<file path="config.mk">
export PLATFORM = sky130hd
export DESIGN_NAME = preamble_sync_ctrl
export DESIGN_NICKNAME = d
export VERILOG_FILES = /design/src/rtl/preamble_sync_ctrl.sv
export SDC_FILE = /design/constraint.sdc
export NUM_CORES = 1
export LEC_CHECK = 0
export CAP_MARGIN = 20
export CORE_ASPECT_RATIO = 1.4
export CORE_MARGIN = 5
export CORE_UTILIZATION = 47
export CTS_CLUSTER_DIAMETER = 80
export DETAILED_ROUTE_END_ITERATION = 6
export PLACE_DENSITY = 0.76
export SYNTH_ARGS = -nofsm -noshare
export SYNTH_HDL_FRONTEND = slang
export SYNTH_SLANG_ARGS = --single-unit
</file>
<file path="constraint.sdc">
create_clock -name clk -period 2.8 [get_ports clk]
set_clock_uncertainty 0.15 [all_clocks]
set_input_delay 0.42 -clock clk [delete_from_list [all_inputs] [get_ports clk]]
set_output_delay 0.42 -clock clk [all_outputs]
set_load 0.05 [all_outputs]
</file>
<file path="src/rtl/preamble_sync_ctrl.sv">
// -----------------------------------------------------------------------------
// preamble_sync_ctrl
//
// Sequencer for the preamble detector datapath (CIC decimator, moving-average
// autocorrelation, peak detect).
//
// Arms the detector and issues a one-cycle clear to its pipeline. It then
// masks peaks until the moving averages have filled (SETTLE_LEN decimated
// samples). On an accepted peak it optionally waits CAP_OFFSET samples, then
// opens a capture window of CAP_LEN decimated samples. After the window it
// either returns to IDLE or, in continuous mode, holds off for HOLDOFF samples
// and re-arms.
//
// Ports:
//   clk          in   1          clock
//   reset_n      in   1          asynchronous reset, active-low
//   arm          in   1          pulse: start the sequence (only honoured in IDLE)
//   abort        in   1          pulse: return to IDLE from any state
//   cont         in   1          level: re-arm after HOLDOFF instead of stopping
//   timeout_len  in   CNT_WIDTH  max decimated samples in WAIT_PEAK, 0 = none
//   samp_stb     in   1          decimated sample strobe from the detector
//   peak_stb     in   1          peak strobe from the detector
//   det_clear    out  1          one-cycle clear to the detector datapath
//   cap_en       out  1          capture gate; a sample is captured on
//                                cap_en && samp_stb
//   cap_last     out  1          marks the final captured sample; it rises once
//                                only the last strobe of the window is pending,
//                                so cap_last && samp_stb is the final capture
//   timeout_stb  out  1          one-cycle pulse when WAIT_PEAK times out
//   busy         out  1          state != IDLE
//   state        out  3          current FSM state
//   det_count    out  16         saturating count of accepted peaks
//
// All outputs are registered: each is computed from the next state and
// counter value, so it is aligned with the state it describes.
//
// CAP_LEN must be at least 1.
// -----------------------------------------------------------------------------
module preamble_sync_ctrl #(
    parameter int CNT_WIDTH  = 16,
    parameter int SETTLE_LEN = 4092,
    parameter int CAP_OFFSET = 0,
    parameter int CAP_LEN    = 1024,
    parameter int HOLDOFF    = 256
) (
    input  logic                 clk,
    input  logic                 reset_n,
    input  logic                 arm,
    input  logic                 abort,
    input  logic                 cont,
    input  logic [CNT_WIDTH-1:0] timeout_len,
    input  logic                 samp_stb,
    input  logic                 peak_stb,
    output logic                 det_clear,
    output logic                 cap_en,
    output logic                 cap_last,
    output logic                 timeout_stb,
    output logic                 busy,
    output logic [2:0]           state,
    output logic [15:0]          det_count
);

    typedef enum logic [2:0] {
        S_IDLE    = 3'd0,
        S_CLEAR   = 3'd1,
        S_SETTLE  = 3'd2,
        S_WAIT    = 3'd3,
        S_OFFSET  = 3'd4,
        S_CAPTURE = 3'd5,
        S_HOLDOFF = 3'd6
    } state_t;

    localparam logic [CNT_WIDTH-1:0] CNT_ONE     = CNT_WIDTH'(1);
    localparam logic [CNT_WIDTH-1:0] SETTLE_LOAD = CNT_WIDTH'(SETTLE_LEN);
    localparam logic [CNT_WIDTH-1:0] OFFSET_LOAD = CNT_WIDTH'(CAP_OFFSET);
    localparam logic [CNT_WIDTH-1:0] CAP_LOAD    = CNT_WIDTH'(CAP_LEN);
    localparam logic [CNT_WIDTH-1:0] HOLD_LOAD   = CNT_WIDTH'(HOLDOFF);

    state_t               state_q, state_d;
    logic [CNT_WIDTH-1:0] cnt_q, cnt_d;
    logic [15:0]          det_count_q, det_count_d;
    logic                 det_clear_q, det_clear_d;
    logic                 cap_en_q, cap_en_d;
    logic                 cap_last_q, cap_last_d;
    logic                 timeout_stb_q, timeout_stb_d;
    logic                 busy_q, busy_d;

    logic                 count_done;
    logic                 timeout_hit;
    logic                 peak_take;

    // Length loaded into the shared down-counter when a state is entered.
    function automatic logic [CNT_WIDTH-1:0] entry_len(
        input state_t                 s,
        input logic [CNT_WIDTH-1:0]   tlen
    );
        case (s)
            S_SETTLE:  entry_len = SETTLE_LOAD;
            S_WAIT:    entry_len = tlen;
            S_OFFSET:  entry_len = OFFSET_LOAD;
            S_CAPTURE: entry_len = CAP_LOAD;
            S_HOLDOFF: entry_len = HOLD_LOAD;
            default:   entry_len = '0;
        endcase
    endfunction

    // Peak counter increment that sticks at all-ones.
    function automatic logic [15:0] sat_inc(input logic [15:0] v);
        sat_inc = (v == 16'hFFFF) ? v : v + 16'd1;
    endfunction

    // A counted state is finished when it was entered with length 0 (exit on
    // the next cycle) or when the strobe that brings the count to zero arrives.
    assign count_done  = (cnt_q == '0) || (samp_stb && (cnt_q == CNT_ONE));

    // In WAIT_PEAK a loaded value of 0 means no timeout: the counter then sits
    // at 0 and never reaches the "one strobe left" condition.
    assign timeout_hit = samp_stb && (cnt_q == CNT_ONE);

    assign peak_take   = (state_q == S_WAIT) && !abort && peak_stb;

    // -------------------------------------------------------------------------
    // State register (plus counter, peak count and registered outputs)
    // -------------------------------------------------------------------------
    always_ff @(posedge clk or negedge reset_n) begin
        if (!reset_n) begin
            state_q       <= S_IDLE;
            cnt_q         <= '0;
            det_count_q   <= '0;
            det_clear_q   <= 1'b0;
            cap_en_q      <= 1'b0;
            cap_last_q    <= 1'b0;
            timeout_stb_q <= 1'b0;
            busy_q        <= 1'b0;
        end else begin
            state_q       <= state_d;
            cnt_q         <= cnt_d;
            det_count_q   <= det_count_d;
            det_clear_q   <= det_clear_d;
            cap_en_q      <= cap_en_d;
            cap_last_q    <= cap_last_d;
            timeout_stb_q <= timeout_stb_d;
            busy_q        <= busy_d;
        end
    end

    // -------------------------------------------------------------------------
    // Next-state logic
    // -------------------------------------------------------------------------
    always_comb begin
        state_d = state_q;
        if (abort) begin
            state_d = S_IDLE;
        end else begin
            case (state_q)
                S_IDLE: begin
                    if (arm) state_d = S_CLEAR;
                end
                S_CLEAR: begin
                    state_d = S_SETTLE;
                end
                S_SETTLE: begin
                    // Peaks are meaningless until the averages are full.
                    if (count_done) state_d = S_WAIT;
                end
                S_WAIT: begin
                    // A peak on the same cycle as timeout expiry wins.
                    if (peak_stb) begin
                        state_d = (CAP_OFFSET == 0) ? S_CAPTURE : S_OFFSET;
                    end else if (timeout_hit) begin
                        state_d = cont ? S_CLEAR : S_IDLE;
                    end
                end
                S_OFFSET: begin
                    if (count_done) state_d = S_CAPTURE;
                end
                S_CAPTURE: begin
                    if (count_done) state_d = cont ? S_HOLDOFF : S_IDLE;
                end
                S_HOLDOFF: begin
                    if (!cont) begin
                        state_d = S_IDLE;
                    end else if (count_done) begin
                        state_d = S_CLEAR;
                    end
                end
                default: begin
                    state_d = S_IDLE;
                end
            endcase
        end
    end

    // -------------------------------------------------------------------------
    // Counter and output logic
    // -------------------------------------------------------------------------
    always_comb begin
        cnt_d         = cnt_q;
        det_count_d   = det_count_q;
        det_clear_d   = 1'b0;
        cap_en_d      = 1'b0;
        cap_last_d    = 1'b0;
        timeout_stb_d = 1'b0;
        busy_d        = 1'b0;

        // Every transition changes state, so a change of state is an entry
        // and reloads the shared counter.
        if (state_d != state_q) begin
            cnt_d = entry_len(state_d, timeout_len);
        end else if (samp_stb && (cnt_q != '0)) begin
            cnt_d = cnt_q - CNT_ONE;
        end

        if (peak_take) begin
            det_count_d = sat_inc(det_count_q);
        end

        det_clear_d   = (state_d == S_CLEAR);
        cap_en_d      = (state_d == S_CAPTURE);
        cap_last_d    = (state_d == S_CAPTURE) && (cnt_d == CNT_ONE);
        timeout_stb_d = (state_q == S_WAIT) && !abort && !peak_stb && timeout_hit;
        busy_d        = (state_d != S_IDLE);
    end

    assign state       = state_q;
    assign det_count   = det_count_q;
    assign det_clear   = det_clear_q;
    assign cap_en      = cap_en_q;
    assign cap_last    = cap_last_q;
    assign timeout_stb = timeout_stb_q;
    assign busy        = busy_q;

endmodule

</file>
==> results of run 1 <==
## synth_stat cells, types with 2 or more instances
| cell type | instances | area (um^2) |
|---|---|---|
| dfrtp_1 | 40 | 1001 |
| nand2_1 | 33 | 123.9 |
| nand4_1 | 3 | 18.77 |
| a211o_1 | 2 | 17.52 |
| o31ai_1 | 2 | 15.01 |
| inv_1 | 10 | 37.54 |
| or4_1 | 2 | 15.01 |
| clkbuf_1 | 4 | 15.01 |
| nor2_1 | 16 | 60.06 |
| buf_6 | 3 | 33.78 |
| a31oi_1 | 3 | 18.77 |
| mux2i_1 | 15 | 150.1 |
| nor4_2 | 3 | 37.54 |
| xnor2_1 | 23 | 201.4 |
| nor2b_1 | 2 | 12.51 |
| nand3_1 | 8 | 40.04 |
| ha_1 | 3 | 37.54 |
| nand2b_1 | 4 | 25.02 |
| a21o_1 | 2 | 15.01 |
| a21oi_1 | 10 | 50.05 |
| and4_1 | 3 | 26.28 |
| o21bai_1 | 2 | 15.01 |
| xor2_1 | 5 | 43.79 |
| o21ai_0 | 14 | 70.07 |
| and3_1 | 3 | 18.77 |
| a211oi_1 | 4 | 30.03 |
| nor4_1 | 5 | 31.28 |
| nor3_1 | 6 | 30.03 |
## worst max-delay path: stages, from the launching register on
cell and delay [ns]:
dfrtp_1 0.46, nor4_4 0.41, nand4b_4 0.18, o31a_1 0.28
and2_4 0.16, o22a_1 0.21, and4bb_2 0.36, buf_12 0.16
mux2i_2 0.22
## how the worst max path moves through the flow
stage | slack (ns) | end | from
2_1_floorplan | 0.03 | cnt_q[10] | cnt_q[4]
3_3_place_gp | 0.07 | cnt_q[10] | samp_stb
3_5_place_dp | 0.03 | cnt_q[5] | samp_stb
4_1_cts | 0.0007 | cnt_q[5] | cnt_q[4]
5_1_grt | -0.002 | cnt_q[5] | cnt_q[14]
6_report | 0.11 | cnt_q[5] | cnt_q[9]
## placed cells by master, fill, tap and decap left out, types with 3 or more instances in the layout
master	synthesis	layout
buf_4	0	24
xnor2_1	23	23
mux2i_1	15	14
nor4_1	5	5
clkbuf_8	0	5
nand4_1	3	3
a31oi_1	3	3
o21ai_0	14	14
nor3_1	6	5
ha_1	3	3
dfrtp_1	40	40
a211oi_1	4	4
nand2b_1	4	4
inv_1	10	10
nor2_1	16	16
a21oi_1	10	10
and4_1	3	3
xor2_1	5	5
nand3_1	8	8
clkdlybuf4s50_1	0	45
nand2_1	33	33
and3_1	3	3
## metal layers
| metal | part of all wire | up-vias |
|---|---|---|
| met3 | 0.057 | 15 |
| met5 | 0 | - |
| met2 | 0.52 | 53 |
| met4 | 0.029 | 0 |
| li1 | - | 1034 |
| met1 | 0.39 | 1034 |
## through the flow
stage | TNS (ns) | setup WS [ns]
after detailed placement | 0 | 0.03480
final | 0 | 0.1132
after CTS | 0 | 0.0007405
after global routing | -0.001526 | -0.001526
after floorplan | 0 | 0.03190
after global placement | 0 | 0.06776
## layout make-up
type                    count  area, um^2  area share
flip-flops and latches     40        1001      0.3089
well taps                  66       82.58     0.02548
clock buffers               5       68.82     0.02124
inverters                  10       37.54     0.01158
repair buffers             71       655.6      0.2023
clock inverters             3       46.29     0.01429
multi-input cells         193        1349      0.4162
## registers in the layout, summed over array words and instances, names as in the netlist
| signal | flops |
|---|---|
| det_count | 16 |
| cnt_q | 16 |
| timeout_stb | 1 |
| state | 3 |
| det_clear | 1 |
| cap_en | 1 |
| busy | 1 |
| cap_last | 1 |
## cells by family (layout without fill, tap and decap cells)
| group | after synthesis | count (layout) | share of synthesized area |
|---|---|---|---|
| xor gates and xnor gates | 28 | 28 | 0.1013 |
| DFF | 40 | 40 | 0.4137 |
| AOI/OAI and AO/OA | 46 | 46 | 0.1220 |
| and+or+nand+nor | 100 | 100 | 0.2368 |
| adders and majority gates | 3 | 3 | 0.01551 |
| muxes | 16 | 16 | 0.06670 |
| buffers and inverters | 18 | 89 | 0.04395 |
## power groups by stage
stage / combinational, W / clock, W / sequential (W)
CTS: 0.00169 / 0.000501 / 0.000855
global placement: 0.00163 / 0 / 0.000855
finish: 0.00173 / 0.000492 / 0.000864
floorplan: 0.00106 / 0 / 0.000969
detailed placement: 0.00166 / 0 / 0.000857
global route: 0.00186 / 0.000534 / 0.000887
## repair_timing
item / in CTS / in global routing
endpoints found under the setup margin: 1 / 17
resized for setup: 1 / 6
pin swaps: 0 / 2
hold endpoints to repair: 0 / 0
==> run metrics, run 1 <==
Final min period=2.687 ns; Worst R2R Setup Slack=0.11 ns; Post-synth ARST share=1.000; most used routing layer=met2; initial DRC count=126; synthesized instance count=251; initial core utilization=0.4762; final instance area=3241 um^2; top_reg_cell synth=dfrtp_1; Clk pwr share=0.159; routed vias=2136; clk slew on worst S/H paths=0.10 ns; Post-Route WL=6115 um; TritonCTS clock tree=yes; vias in the first global route=2264; P_leak=1.409 nW; worst-margin pin slew=0.9015 ns; sequential power share=0.280; M3 GR Usage=0.05964; CTS root buffer=clkbuf_8; # port buffers=46; Worst-Skew Late Latency=0.31 ns; RSZ-0062 raised after global routing=yes; drt drc=0; pwr/cell area=953.0 nW/um^2; GPL Wtd Cong=0.9736; Post-DP HPWL=4454 um; Tot Pwr=0.003088 W; CTS Hold Buffers Added=0; core area=5081 um^2; MaxCap Viol Count=0; Final Cycle Share=0.9596; crit path launch type=register; EDFF count, synth=0; Post-Layout Cell Count=388; Logic pwr share=0.561; status=finished clean; gr ovfl total=0; antenna viol nets, final=0; sequential cell area fraction in the yosys report=0.4137; reg-to-reg critical path endpoint=cnt_q[5]; Worst R2R Path Depth=8; Clock Sinks=40; Synth cell types=49; Critical Path AT=2.75 ns; switching share of power=0.4197; WP data required=2.87 ns; Die Ht=94.90 um; Mean Syn Cell Area=9.641 um^2; DRT Pass-1 Iters=4; GRT met2 Usage=0.3570; final hold slack=0.08672 ns; CP Capture Type=register; Syn. warnings=0; worst-path maximum fanout=11; layout cell share with drive strength beyond 1=0.1460; Final nets=347; Fmax=0.3722 GHz; drt wl/cell=15.76 um; Internal=0.001792 W; post-DR vias/cell=5.505; maximum vdd drop=471.5 uV; post-synthesis net count=277; total track usage=0.1928; clock buffer depth=2; endpoints failing hold=0; area growth from synthesis to layout=33.92%; Switching Power=0.001296 W; initial antenna violation count=0; Fillers=418; CTS Buf Count=5; Worst slew margin=0.3990; min-delay worst type=in -> async; GR Util met1=0.2009; Crit Reg-Reg Startpoint=cnt_q[9]; Max Slew Vio Count=0; Placed Area=3089 um^2; Post-CTS Setup Inserts=0; largest net degree at the start of global routing=41; # H-tree levels=2; ant diodes=0; Placed Cells=380; setup violators final=0; Synth Register Bits=40; boundary pin count=47; post-synthesis cell area=2420 um^2; utilization after layout=0.6378; die width=70.64 um; die footprint=6704 um^2; Rows=31; first-pass GRT wire length=10210 um; crit path kind=reg -> reg
(Power assumes the default switching activity.)
==> run 2, diff against run 1 <==
--- a/config.mk
+++ b/config.mk
@@ -6,5 +6,4 @@
 export NUM_CORES = 1
 export LEC_CHECK = 0
-export CAP_MARGIN = 20
 export CORE_ASPECT_RATIO = 1.4
 export CORE_MARGIN = 5
==> constraint.sdc (replaced) <==
create_clock -name clk -period 2.8 [get_ports clk]
set_clock_uncertainty 0.15 [all_clocks]
set_input_delay 0.56 -clock clk [delete_from_list [all_inputs] [get_ports clk]]
set_output_delay 0.56 -clock clk [all_outputs]
set_load 0.05 [all_outputs]
==> run 2 against run 1 <==
Cell count is 0.26% lower. Via count down 2.2%. Clock power shrank 23%. Register-to-register slack about the same. Largest power group unchanged. Critical path type unchanged. Die area stayed put.
==> run metrics, run 2 (synthesis results as in run 1) <==
post-DR vias/cell=5.395 (-2.0%); Slowest-stage cell, CP=dfrtp_1; critical path's largest stage delay=0.46 ns (about the same); utilization after layout=0.6301 (-0.007634); DRT Pass-1 Iters=7 (+3); Placed Cells=379 (-0.26%); layout cell share with drive strength beyond 1=0.1308 (-0.01512); ant diodes=0 (unchanged); Fillers=442 (+5.7%); Final min period=2.700 ns (+0.01270 ns); final hold slack=0.2414 ns (+0.1546 ns); post-CTS sizing=0 (-1); initial core utilization=0.4762 (unchanged); min-delay worst type=in -> async; reg-to-reg critical path endpoint=cnt_q[4]; Worst R2R Path Depth=8 (unchanged); Fmax=0.3704 GHz (-0.47%); first-pass GRT wire length=9977 um (-2.3%); P_leak=1.395 nW (-1.0%); FF+latch area=1001 um^2 (unchanged); Final nets=346 (-0.29%); routed vias=2088 (-2.2%); # port buffers=46 (unchanged); TritonCTS clock tree=yes; drt drc=0 (unchanged); initial antenna violation count=0 (unchanged); worst-path cell chain=nor4_4, nand4b_4, o31a_1, and2_4, o22a_1, and4bb_1, buf_12, mux2i_1; status=finished clean; CP Buf/Inv Count=1 (unchanged); endpoints failing hold=0 (unchanged); Worst slew margin=0.4052 (+0.006171); Clock Sinks=40 (unchanged); multi-input logic area=1348 um^2 (about the same); Worst-Skew Late Latency=0.29 ns (-0.02 ns); Die Ht=94.90 um (unchanged); crit path launch type=register; drt wl/cell=15.38 um (-2.4%); maximum vdd drop=450.9 uV (-4.4%); setup violators final=0 (unchanged); gr ovfl total=0 (unchanged); antenna viol nets, final=0 (unchanged); boundary pin count=47 (unchanged); Post-Layout Cell Count=387 (-0.26%); Post-CTS Setup Inserts=0 (unchanged); CP delay by family, top=simple AND/OR/NAND/NOR gates; MaxCap Viol Count=0 (unchanged); final worst slack=0.1005 ns (-0.01270 ns); Tot Pwr=0.002941 W (-4.8%); WP data required=2.86 ns (about the same); largest net degree at the start of global routing=41 (unchanged); die width=70.64 um (unchanged); Post-DP HPWL=4376 um (-1.8%); Critical Path AT=2.76 ns (about the same); total track usage=0.1893 (-0.003510); Place WS=-0.06672 ns (-0.1015 ns); Crit Reg-Reg Startpoint=cnt_q[8]; Max Slew Vio Count=0 (unchanged); worst-path maximum fanout=16 (+5); die footprint=6704 um^2 (unchanged); commonest non-fill, non-tap cell in the layout=clkdlybuf4s50_1; clk slew on worst S/H paths=0.08 ns (-0.02 ns); crit path kind=reg -> reg; # H-tree levels=2 (unchanged); core area=5081 um^2 (unchanged); clock buffer depth=2 (unchanged); CP Capture Type=register; initial DRC count=150 (+19%); Post-Route WL=5951 um (-2.7%); Rows=31 (unchanged); Final Cycle Share=0.9641 (+0.004534); CTS root buffer=clkbuf_8; Worst R2R Setup Slack=0.10 ns (about the same); vias in the first global route=2120 (-6.4%); CTS Buf Count=5 (unchanged); GPL Wtd Cong=1.004 (+3.2%); area growth from synthesis to layout=32.32%; CTS Hold Buffers Added=0 (unchanged); commonest cells after routing, fill and taps aside=clkdlybuf4s50_1 (45), dfrtp_1 (40), nand2_1 (33); pwr/cell area=918.6 nW/um^2 (-3.6%); worst-margin pin slew=0.8922 ns (-0.009256 ns)
## run 2: changes by cell type in the layout (fill, tap and decap cells not counted), sizes merged
cell and change:
clkinvlp -1, buf -1, inv -1, clkbuf +2
clkinv +1, bufinv -1
## run 2: worst register-to-register path, stage by stage, from the launching register on
cell and delay, ns:
dfrtp_1 0.46, nor4_4 0.43, nand4b_4 0.18, o31a_1 0.29
and2_4 0.16, o22a_1 0.21, and4bb_1 0.34, buf_12 0.19
mux2i_1 0.20
## run 2: cell type report
cell class,instances,area share
clock buffer,7,0.02384
multi-input combinational,193,0.4209
timing repair buffer,70,0.2024
clock inverter,1,0.002735
inverter,10,0.01172
sequential,40,0.3126
tap,66,0.02579
## run 2: worst max path at each step
| stage | to | start | cells past startpoint |
|---|---|---|---|
| global placement | cnt_q[10] | cont | 8 |
| CTS | cnt_q[4] | cnt_q[8] | 8 |
| finish | cnt_q[4] | cnt_q[8] | 8 |
| floorplan | cnt_q[10] | cnt_q[4] | 9 |
| detailed placement | cnt_q[10] | cont | 8 |
| global route | cnt_q[10] | cnt_q[8] | 7 |
## run 2: where the power goes
part	internal (W)	switching [W]	total, W
sequential	0.000703	0.000168	0.000871
combinational	0.000797	0.000895	0.00169
clock	0.000178	0.000201	0.000379
total	0.00168	0.00126	0.00294
## run 2: layer usage
layer,share of wire,GRT usage,up-vias
li1,-,-,1036
met1,0.41,0.2113,984
met2,0.51,0.3359,56
met3,0.063,0.06390,12
met4,0.021,0.06583,0
met5,0,0,-
## run 2: metrics by stage
| step | TNS, ns | instance area [um^2] |
|---|---|---|
| after floorplan | 0 | 2420 |
| after global placement | -0.4553 | 3082 |
| after detailed placement | -0.6882 | 3082 |
| after CTS | 0 | 3167 |
| after global routing | -0.01799 | 3202 |
| final | 0 | 3202 |
